### config.mk
export PLATFORM = sky130hd
export DESIGN_NAME = block_serializer
export DESIGN_NICKNAME = d
export VERILOG_FILES = /design/src/rtl/filter_pkg.sv /design/src/rtl/sat_narrow.sv /design/src/rtl/block_serializer.sv
export SDC_FILE = /design/constraint.sdc
export NUM_CORES = 1
export LEC_CHECK = 0
export BUFFER_PORTS_ARGS = -buffer_cell sky130_fd_sc_hd__buf_4
export CORE_UTILIZATION = 60
export CTS_CLUSTER_SIZE = 8
export DETAILED_ROUTE_END_ITERATION = 8
export PLACE_DENSITY = 0.92
export RECOVER_POWER = 100
export SETUP_SLACK_MARGIN = 0.05
export SYNTH_ARGS = -nofsm -noshare
export SYNTH_HDL_FRONTEND = slang
export SYNTH_HIERARCHICAL = 1
export SYNTH_SLANG_ARGS = --single-unit
export TNS_END_PERCENT = 1
### constraint.sdc
create_clock -name clk -period 17.9 [get_ports clk]
set_input_delay 1.79 -clock clk [delete_from_list [all_inputs] [get_ports clk]]
set_output_delay 1.79 -clock clk [all_outputs]
set_load 0.01 [all_outputs]
### src/rtl/filter_pkg.sv
// Shared types and constants for the L=3 parallel FIR datapath.
//   L         : parallelism (samples per block)
//   sample_t  : saturated Q1.31 output sample
//   acc_t     : 64-bit scaled filter output before narrowing
//   block_t   : one block of L samples
//   SAT_MAX/SAT_MIN : Q1.31 saturation limits
//   sat_count : number of set saturation bits in a block
package filter_pkg;

  localparam int unsigned L = 3;

  typedef logic signed [31:0] sample_t;
  typedef logic signed [63:0] acc_t;
  typedef sample_t block_t [L];

  localparam sample_t SAT_MAX = 32'h7FFF_FFFF;
  localparam sample_t SAT_MIN = 32'h8000_0000;

  function automatic logic [1:0] sat_count(input logic [L-1:0] bits);
    logic [1:0] n;
    n = '0;
    for (int unsigned i = 0; i < L; i++) begin
      n = n + 2'(bits[i]);
    end
    return n;
  endfunction

endpackage

### src/rtl/sat_narrow.sv
// Combinational saturating narrower: acc_t -> sample_t (Q1.31).
// Ports:
//   din  : 64-bit signed value, already scaled
//   dout : din clamped to [SAT_MIN, SAT_MAX]
//   sat  : 1 when clamping took place
module sat_narrow
  import filter_pkg::*;
(
  input  acc_t    din,
  output sample_t dout,
  output logic    sat
);

  // The value fits in 32 bits exactly when bits [63:31] are all copies of the sign.
  logic [32:0] hi;

  always_comb begin
    hi   = din[63:31];
    sat  = !((hi == '0) || (hi == '1));
    dout = sample_t'(din[31:0]);
    if (sat) begin
      dout = din[63] ? SAT_MIN : SAT_MAX;
    end
  end

endmodule

### src/rtl/block_serializer.sv
// Downstream stage of the L=3 parallel FIR. Accepts one block of three
// scaled 64-bit outputs per handshake, saturates each to Q1.31, buffers
// whole blocks in a small FIFO and emits them as a serial stream in order
// y[3k], y[3k+1], y[3k+2].
// Parameters: IN_W (element width), OUT_W (sample width), FIFO_DEPTH (blocks,
//   power of two, >=2).
// Ports:
//   clk, rst              : clock, asynchronous active-high reset
//   in_valid/in_ready     : block handshake, in_y0..in_y2 block elements
//   out_valid/out_ready   : serial sample handshake, out_data sample,
//                           out_last marks the third sample of a block
//   sat_flag/sat_clr      : sticky saturation indicator and its clear
//   sat_cnt               : saturated-element count (BLOCK_SER_SAT_CNT_EN only)
// Optional feature macro: BLOCK_SER_SAT_CNT_EN
module block_serializer
  import filter_pkg::*;
#(
  parameter int unsigned IN_W       = 64,
  parameter int unsigned OUT_W      = 32,
  parameter int unsigned FIFO_DEPTH = 2
) (
  input  logic              clk,
  input  logic              rst,
  input  logic              in_valid,
  output logic              in_ready,
  input  logic [IN_W-1:0]   in_y0,
  input  logic [IN_W-1:0]   in_y1,
  input  logic [IN_W-1:0]   in_y2,
  output logic              out_valid,
  input  logic              out_ready,
  output logic [OUT_W-1:0]  out_data,
  output logic              out_last,
  output logic              sat_flag,
  input  logic              sat_clr
`ifdef BLOCK_SER_SAT_CNT_EN
  ,
  output logic [15:0]       sat_cnt
`endif
);

  localparam int unsigned PTR_W = (FIFO_DEPTH > 1) ? $clog2(FIFO_DEPTH) : 1;
  localparam int unsigned CNT_W = PTR_W + 1;

  localparam logic [1:0] P0 = 2'd0;
  localparam logic [1:0] P1 = 2'd1;
  localparam logic [1:0] P2 = 2'd2;

  typedef logic [L-1:0][OUT_W-1:0] entry_t;

  // Saturation of the incoming block
  acc_t          in_blk  [L];
  sample_t       sat_val [L];
  logic [L-1:0]  sat_bit;
  entry_t        wr_entry;
  logic [1:0]    n_sat;

  always_comb begin
    in_blk[0] = acc_t'(in_y0);
    in_blk[1] = acc_t'(in_y1);
    in_blk[2] = acc_t'(in_y2);
  end

  for (genvar gi = 0; gi < L; gi++) begin : g_sat
    sat_narrow u_sat (
      .din  (in_blk[gi]),
      .dout (sat_val[gi]),
      .sat  (sat_bit[gi])
    );
  end

  always_comb begin
    wr_entry = '0;
    for (int unsigned i = 0; i < L; i++) begin
      wr_entry[i] = OUT_W'(sat_val[i]);
    end
    n_sat = sat_count(sat_bit);
  end

  // State
  entry_t             mem_q [FIFO_DEPTH];
  entry_t             mem_d [FIFO_DEPTH];
  logic [PTR_W-1:0]   wr_ptr_q, wr_ptr_d;
  logic [PTR_W-1:0]   rd_ptr_q, rd_ptr_d;
  logic [CNT_W-1:0]   count_q, count_d;
  logic [1:0]         phase_q, phase_d;
  logic [OUT_W-1:0]   out_data_q, out_data_d;
  logic               out_last_q, out_last_d;
  logic               sat_flag_q, sat_flag_d;
  logic [15:0]        sat_cnt_q, sat_cnt_d;
  logic [16:0]        sat_sum;

  logic push, advance, pop;

  // in_ready/out_valid come from occupancy only, so no in_* -> out_* comb path.
  assign in_ready  = (count_q != CNT_W'(FIFO_DEPTH));
  assign out_valid = (count_q != '0);
  assign out_data  = out_data_q;
  assign out_last  = out_last_q;
  assign sat_flag  = sat_flag_q;

  always_comb begin
    push    = in_valid && in_ready;
    advance = out_valid && out_ready;
    pop     = advance && (phase_q == P2);

    mem_d = mem_q;
    if (push) begin
      mem_d[wr_ptr_q] = wr_entry;
    end

    wr_ptr_d = push ? wr_ptr_q + PTR_W'(1) : wr_ptr_q;
    rd_ptr_d = pop  ? rd_ptr_q + PTR_W'(1) : rd_ptr_q;

    count_d = count_q;
    if (push && !pop) begin
      count_d = count_q + CNT_W'(1);
    end else if (!push && pop) begin
      count_d = count_q - CNT_W'(1);
    end

    phase_d = phase_q;
    if (advance) begin
      case (phase_q)
        P0:      phase_d = P1;
        P1:      phase_d = P2;
        default: phase_d = P0;
      endcase
    end

    // Registered read of the next head sample; reading mem_d lets a block
    // written into an empty FIFO appear on out_data one cycle after the push.
    out_data_d = mem_d[rd_ptr_d][phase_d];
    out_last_d = (phase_d == P2) && (count_d != '0);

    // A saturating push wins over a same-cycle clear.
    sat_flag_d = sat_flag_q;
    if (push && (n_sat != '0)) begin
      sat_flag_d = 1'b1;
    end else if (sat_clr) begin
      sat_flag_d = 1'b0;
    end

    sat_sum   = {1'b0, sat_cnt_q} + 17'(n_sat);
    sat_cnt_d = sat_cnt_q;
    if (push && (n_sat != '0)) begin
      sat_cnt_d = sat_sum[16] ? 16'hFFFF : sat_sum[15:0];
    end else if (sat_clr) begin
      sat_cnt_d = '0;
    end
  end

  always_ff @(posedge clk or posedge rst) begin
    if (rst) begin
      for (int unsigned i = 0; i < FIFO_DEPTH; i++) begin
        mem_q[i] <= '0;
      end
      wr_ptr_q   <= '0;
      rd_ptr_q   <= '0;
      count_q    <= '0;
      phase_q    <= P0;
      out_data_q <= '0;
      out_last_q <= 1'b0;
      sat_flag_q <= 1'b0;
    end else begin
      mem_q      <= mem_d;
      wr_ptr_q   <= wr_ptr_d;
      rd_ptr_q   <= rd_ptr_d;
      count_q    <= count_d;
      phase_q    <= phase_d;
      out_data_q <= out_data_d;
      out_last_q <= out_last_d;
      sat_flag_q <= sat_flag_d;
    end
  end

`ifdef BLOCK_SER_SAT_CNT_EN
  always_ff @(posedge clk or posedge rst) begin
    if (rst) begin
      sat_cnt_q <= '0;
    end else begin
      sat_cnt_q <= sat_cnt_d;
    end
  end

  assign sat_cnt = sat_cnt_q;
`else
  assign sat_cnt_q = '0;
`endif

endmodule

After elaboration in Yosys (flattened, before gate mapping). Cells that the tools add are included.

Bits of input ports: 197. Register bits after elaboration: 232. Logic and storage cells: 78. Output and inout bits: 36.

Add/subtract/negate cells: 6. Equal/unequal tests: 7. Reduce and logical (&&, ||, !) cells: 24. Magnitude comparators: 4. Multiplexer cells: 22. Bitwise logic cells: 2.

Operator list (number): $mux W96 (4); $mux W32 (7); $bwmux W192 (1); $mux W192 (1); $eq A33 B33 Y1 const B (3); $logic_not A33 Y1 (3); $demux W96 S1 (1); $bmux W32 S2 (1); $logic_and A1 B1 Y1 (8); $reduce_bool A2 Y1 (4); $mux W2 (3); $logic_not A1 Y1 (5); $eq A2 B2 Y1 const B (2); $ge A2 B2 Y1 const B (2); $not A1 Y2 (2); $pmux W2 S2 (1); $logic_or A1 B1 Y1 (3); $lt A2 B3 Y1 const B (1); $mux W1 (3); $add A1 B1 Y1 const B (2); $add A1 B1 Y2 (1); $add A2 B1 Y2 (1); $add A2 B1 Y2 const B (1); $eq A2 B1 Y1 const B (1); 4 further kinds (4).

Logic depth before layout (Yosys ltp).
Depth in word-level cells: 12. Depth in mapped cells: 10. Depth with buffers taken out: 9.

Cells and area by module. Netlist, hierarchy kept.

By module, submodules not included: block_serializer (cells an instance 968, area each 11532.3 sq um, instances 1, sequential area each 5805.6 sq um); sat_narrow (cells an instance 100, area each 1063.5 sq um, instances 3, sequential area each 0.0 sq um).

Worst setup path after synthesis. Ideal clock, no wire load.

Path kind: in2reg. Start point: input port in_y1[47]. End point: register sat_flag_q (netlist: sat_flag). Library setup time: 0.083 ns. Slack: 14.524 ns. Cell stages on the path: 9. Arrival: 3.293 ns. Cells stage by stage: nand4_1 nor4_4 buf_6 a31oi_1 inv_1 fa_1 nand2_1 nand2_1 o21ai_0.

Word-level cells in the longest chain between the ends: 8. Elaborated cells on any way between the ends: 10. Classes of those cells: add/sub: 2; eq/ne: 1; mux: 1; reduce/logical: 6.

RTL lines: from (decl) (line block_serializer.sv:27) `input logic [IN_W-1:0] in_y1,`; $eq A33 B33 Y1 or $logic_not A33 Y1 (tied branches) (line sat_narrow.sv:19) `sat = !((hi == '0) || (hi == '1));`; $logic_or A1 B1 Y1 (*) (line sat_narrow.sv:19); $logic_not A1 Y1 (*) (line sat_narrow.sv:19); net sat_bit[1] (line block_serializer.sv:53) `logic [L-1:0] sat_bit;`; $add A1 B1 Y2 (*) (line filter_pkg.sv:23) `n = n + 2'(bits[i]);`; $add A2 B1 Y2 (*) (line filter_pkg.sv:23); $reduce_bool A2 Y1 (*); $logic_and A1 B1 Y1 (*); $mux W1 or $reduce_bool A2 Y1 (tied branches); to (signal assigned) (line block_serializer.sv:172) `sat_flag_q <= sat_flag_d;`; to (decl) (line block_serializer.sv:88) `logic sat_flag_q, sat_flag_d;`.

The timed path passes the listed nets; every way through them passes the cells marked *. A chain may end at the register's enable or synchronous reset.

Worst setup path in the final report.
Start point: input port in_valid. End point: register out_data_q[27] (netlist: out_data[27]).

Word-level cells in the longest chain between the ends: 7.

RTL lines: from (decl) (line block_serializer.sv:24) `input logic in_valid,`; $logic_and A1 B1 Y1 (line block_serializer.sv:102) `push = in_valid && in_ready;`; $mux W192 (line block_serializer.sv:107) `if (push) begin`; $mux W96 (implied by the code) (3 in a row) (line block_serializer.sv:132) `out_data_d = mem_d[rd_ptr_d][phase_d];`; $bmux W32 S2 (line block_serializer.sv:132); $mux W32 (implied by the code) (line block_serializer.sv:132); net out_data_d[27] (line block_serializer.sv:86) `logic [OUT_W-1:0] out_data_q, out_data_d;`; to (signal assigned) (line block_serializer.sv:170) `out_data_q <= out_data_d;`; to (decl) (line block_serializer.sv:86).

The timed path passes the listed nets, and every way through them passes these cells. The select of a mux whose other input is x is not followed.

==> results.json <==
{
  "status": "finished, violations left",
  "violations": "capacitance limit, slew limit",
  "start_kind": "primary input",
  "slew_viol_final": 823,
  "area_growth_syn_to_layout_pct": 14.57,
  "yosysTopAreaCell": "dfrtp_1",
  "clock-sinks": 232,
  "clockRootBuffer": "clkbuf_16",
  "die_w_um": 158.6,
  "end_kind": "flip-flop",
  "drive_gt1_share_pct": 42.60,
  "slew_headroom_pct": -343.5,
  "grt_pass1_wl_um": 65800,
  "numCtsBuffers": 34,
  "post-dp-hpwl_um": 24940,
  "synth_top_area_share_pct": 39.43,
  "drt_iter0_markers": 965,
  "vias": 11843,
  "powerDensity_nw_per_um2": 177.3,
  "grt_overflow": 0,
  "htreeDepth": 2,
  "critPathRequiredTime_ns": 18.28,
  "core_um2": 23750,
  "clock_path_buffers": 3,
  "num_antenna_cells": 0,
  "avgSynthCellArea_um2": 11.61,
  "dieArea_um2": 25170,
  "worst_slew_pin_slew_ns": 6.652,
  "final_cell_mix": "dfrtp_1, buf_4, mux2_2",
  "first_pass_iters": 7,
  "syn-num-nets": 1468,
  "cts.reportedPaths.clkPinSlew_ns": 0.05,
  "cts_resized": 0,
  "ys_types": 46,
  "post_cts_buffers": 0,
  "maxCapViolCount": 13,
  "grt_pass1_vias": 12552,
  "wl_per_cell_um": 24.27,
  "nNetsFinal": 1632,
  "pin_count": 233,
  "hold_buffers": 0,
  "drcViolationCount": 0,
  "worstHoldPathType": "reg2reg",
  "grt_max_degree": 155,
  "synthArstFlopShare_pct": 100.0,
  "period_share_pct": 53.12,
  "finClkSkew_ns": 0.01864,
  "grt_antenna_before_repair": 0,
  "static-leakage-power_nw": 6.780,
  "vdd.ir_drop.worst_mv": 0.1244,
  "yosys-top-cells-area": "dfrtp_1, mux2_2, a2bb2oi_2",
  "final_common_cell": "dfrtp_1",
  "dieHeight_um": 158.6,
  "final.setup.tns_ns": 0,
  "worstPathMaxFanout": 98,
  "rsz0062_at_grt": "no",
  "synth-seq-area-share_pct": 39.43,
  "path_class": "in2reg",
  "clk_latency_ns": 0.50,
  "postRouteAntennaNets": 0,
  "start_util_pct": 61.98,
  "synth_seq_cells": 232,
  "io_buffers": 232,
  "synth_warnings": 6,
  "synthFlopType": "dfrtp_1",
  "syn_area_um2": 14720,
  "synth_enable_flop_cells": 0,
  "routed_wl_um": 42490,
  "fmax_mhz": 105.2,
  "viasPerCell": 6.764,
  "p_total_mw": 2.991,
  "netlist_instances": 1268,
  "finalSetupViolCount": 0,
  "hold_violations": 0,
  "arrival_ns": 9.89,
  "gp_congestion": 0.8735,
  "num-fill-cells": 1580,
  "grtUsageTotal_pct": 34.21,
  "cts_tree": "yes",
  "rows": 56,
  "post-route-min-period_ns": 9.509
}
worst paths after layout:
check	start	endpoint	slack (ns)	cells past startpoint
min in group asynchronous	rst	mem_q[184]	3.35	2
hold / removal	count_q[0]	out_last	0.48	1
setup / recovery	in_valid	out_data[27]	8.39	8
max in group asynchronous	rst	mem_q[162]	8.70	3
hold reg to reg	count_q[0]	out_last	0.48	1
setup reg to reg	count_q[0]	out_data[27]	9.05	9
critical path: stages:
cell and delay (ns):
clkbuf_1 0.15, and3b_4 0.20, clkbuf_1 3.16, clkbuf_1 3.31
nor2_1 0.27, mux2i_1 0.45, mux2i_1 0.14, o221ai_1 0.32
cells in the mapped netlist (all sizes together), types with 31 or more instances:
cell,instances
dfrtp,232
mux2,193
nor2,162
mux2i,96
nand3,95
a2bb2oi,93
buf,71
clkbuf,49
nor2b,32
o311ai,32
or3,32
a32oi,31
o221ai,31
report_power, final:
part	internal (mW)	switching (mW)	total, mW
Combinational	0.682	0.781	1.46
Sequential	0.808	0.160	0.967
Clock	0.342	0.219	0.561
cell type report:
class	count	area, µm²	area share [%]
multi-input cells	904	8039	47.66
flip-flops and latches	232	5806	34.42
repair buffers	248	1689	10.01
clock buffers	35	875.8	5.192
well taps	319	399.1	2.366
inverters	12	51.30	0.3041
clock inverters	1	8.758	0.05192
cells by family (layout without fill, tap and decap cells):
kind of cell / Yosys count / after routing / synth area share, %
and+or+nand+nor: 403 / 403 / 17.22
DFF: 232 / 232 / 39.43
buffers and inverters: 132 / 296 / 5.787
AOI/OAI and AO/OA: 203 / 203 / 15.48
muxes: 289 / 289 / 21.29
xor gates and xnor gates: 6 / 6 / 0.4845
adders and majority gates: 3 / 3 / 0.3059
sequential cells by signal, indices dropped and copies added (netlist names):
name and cells:
count_q 2, mem_q 192, out_data 32, out_last 1, phase_q 2, rd_ptr_q 1
sat_flag 1, wr_ptr_q 1
through the flow:
stage	cells	setup slack [ns]	hold WS, ns	util, %	instance area [µm²]
6_report	1751	8.391	0.4779	71.02	16870
3_5_place_dp	1715	13.27	0.4617	68.38	16240
5_1_grt	1751	7.117	0.5104	71.02	16870
3_3_place_gp	1715	13.44	0.4674	68.38	16240
4_1_cts	1751	13.68	0.4836	72.11	17130
2_1_floorplan	1268	9.749	0.4372	-	14720
layer usage:
metal  up-vias  wire length, µm  part of all wire [%]  global-route usage (%)
met5         -                0                     0                       0
met1      5891            15940                    38                   40.39
met3       204             3414                   8.0                   6.723
li1       5088                -                     -                       -
met4         0             2278                   5.4                   20.24
met2       660            20860                    49                   57.94
Power figures use the tool's default switching activity.
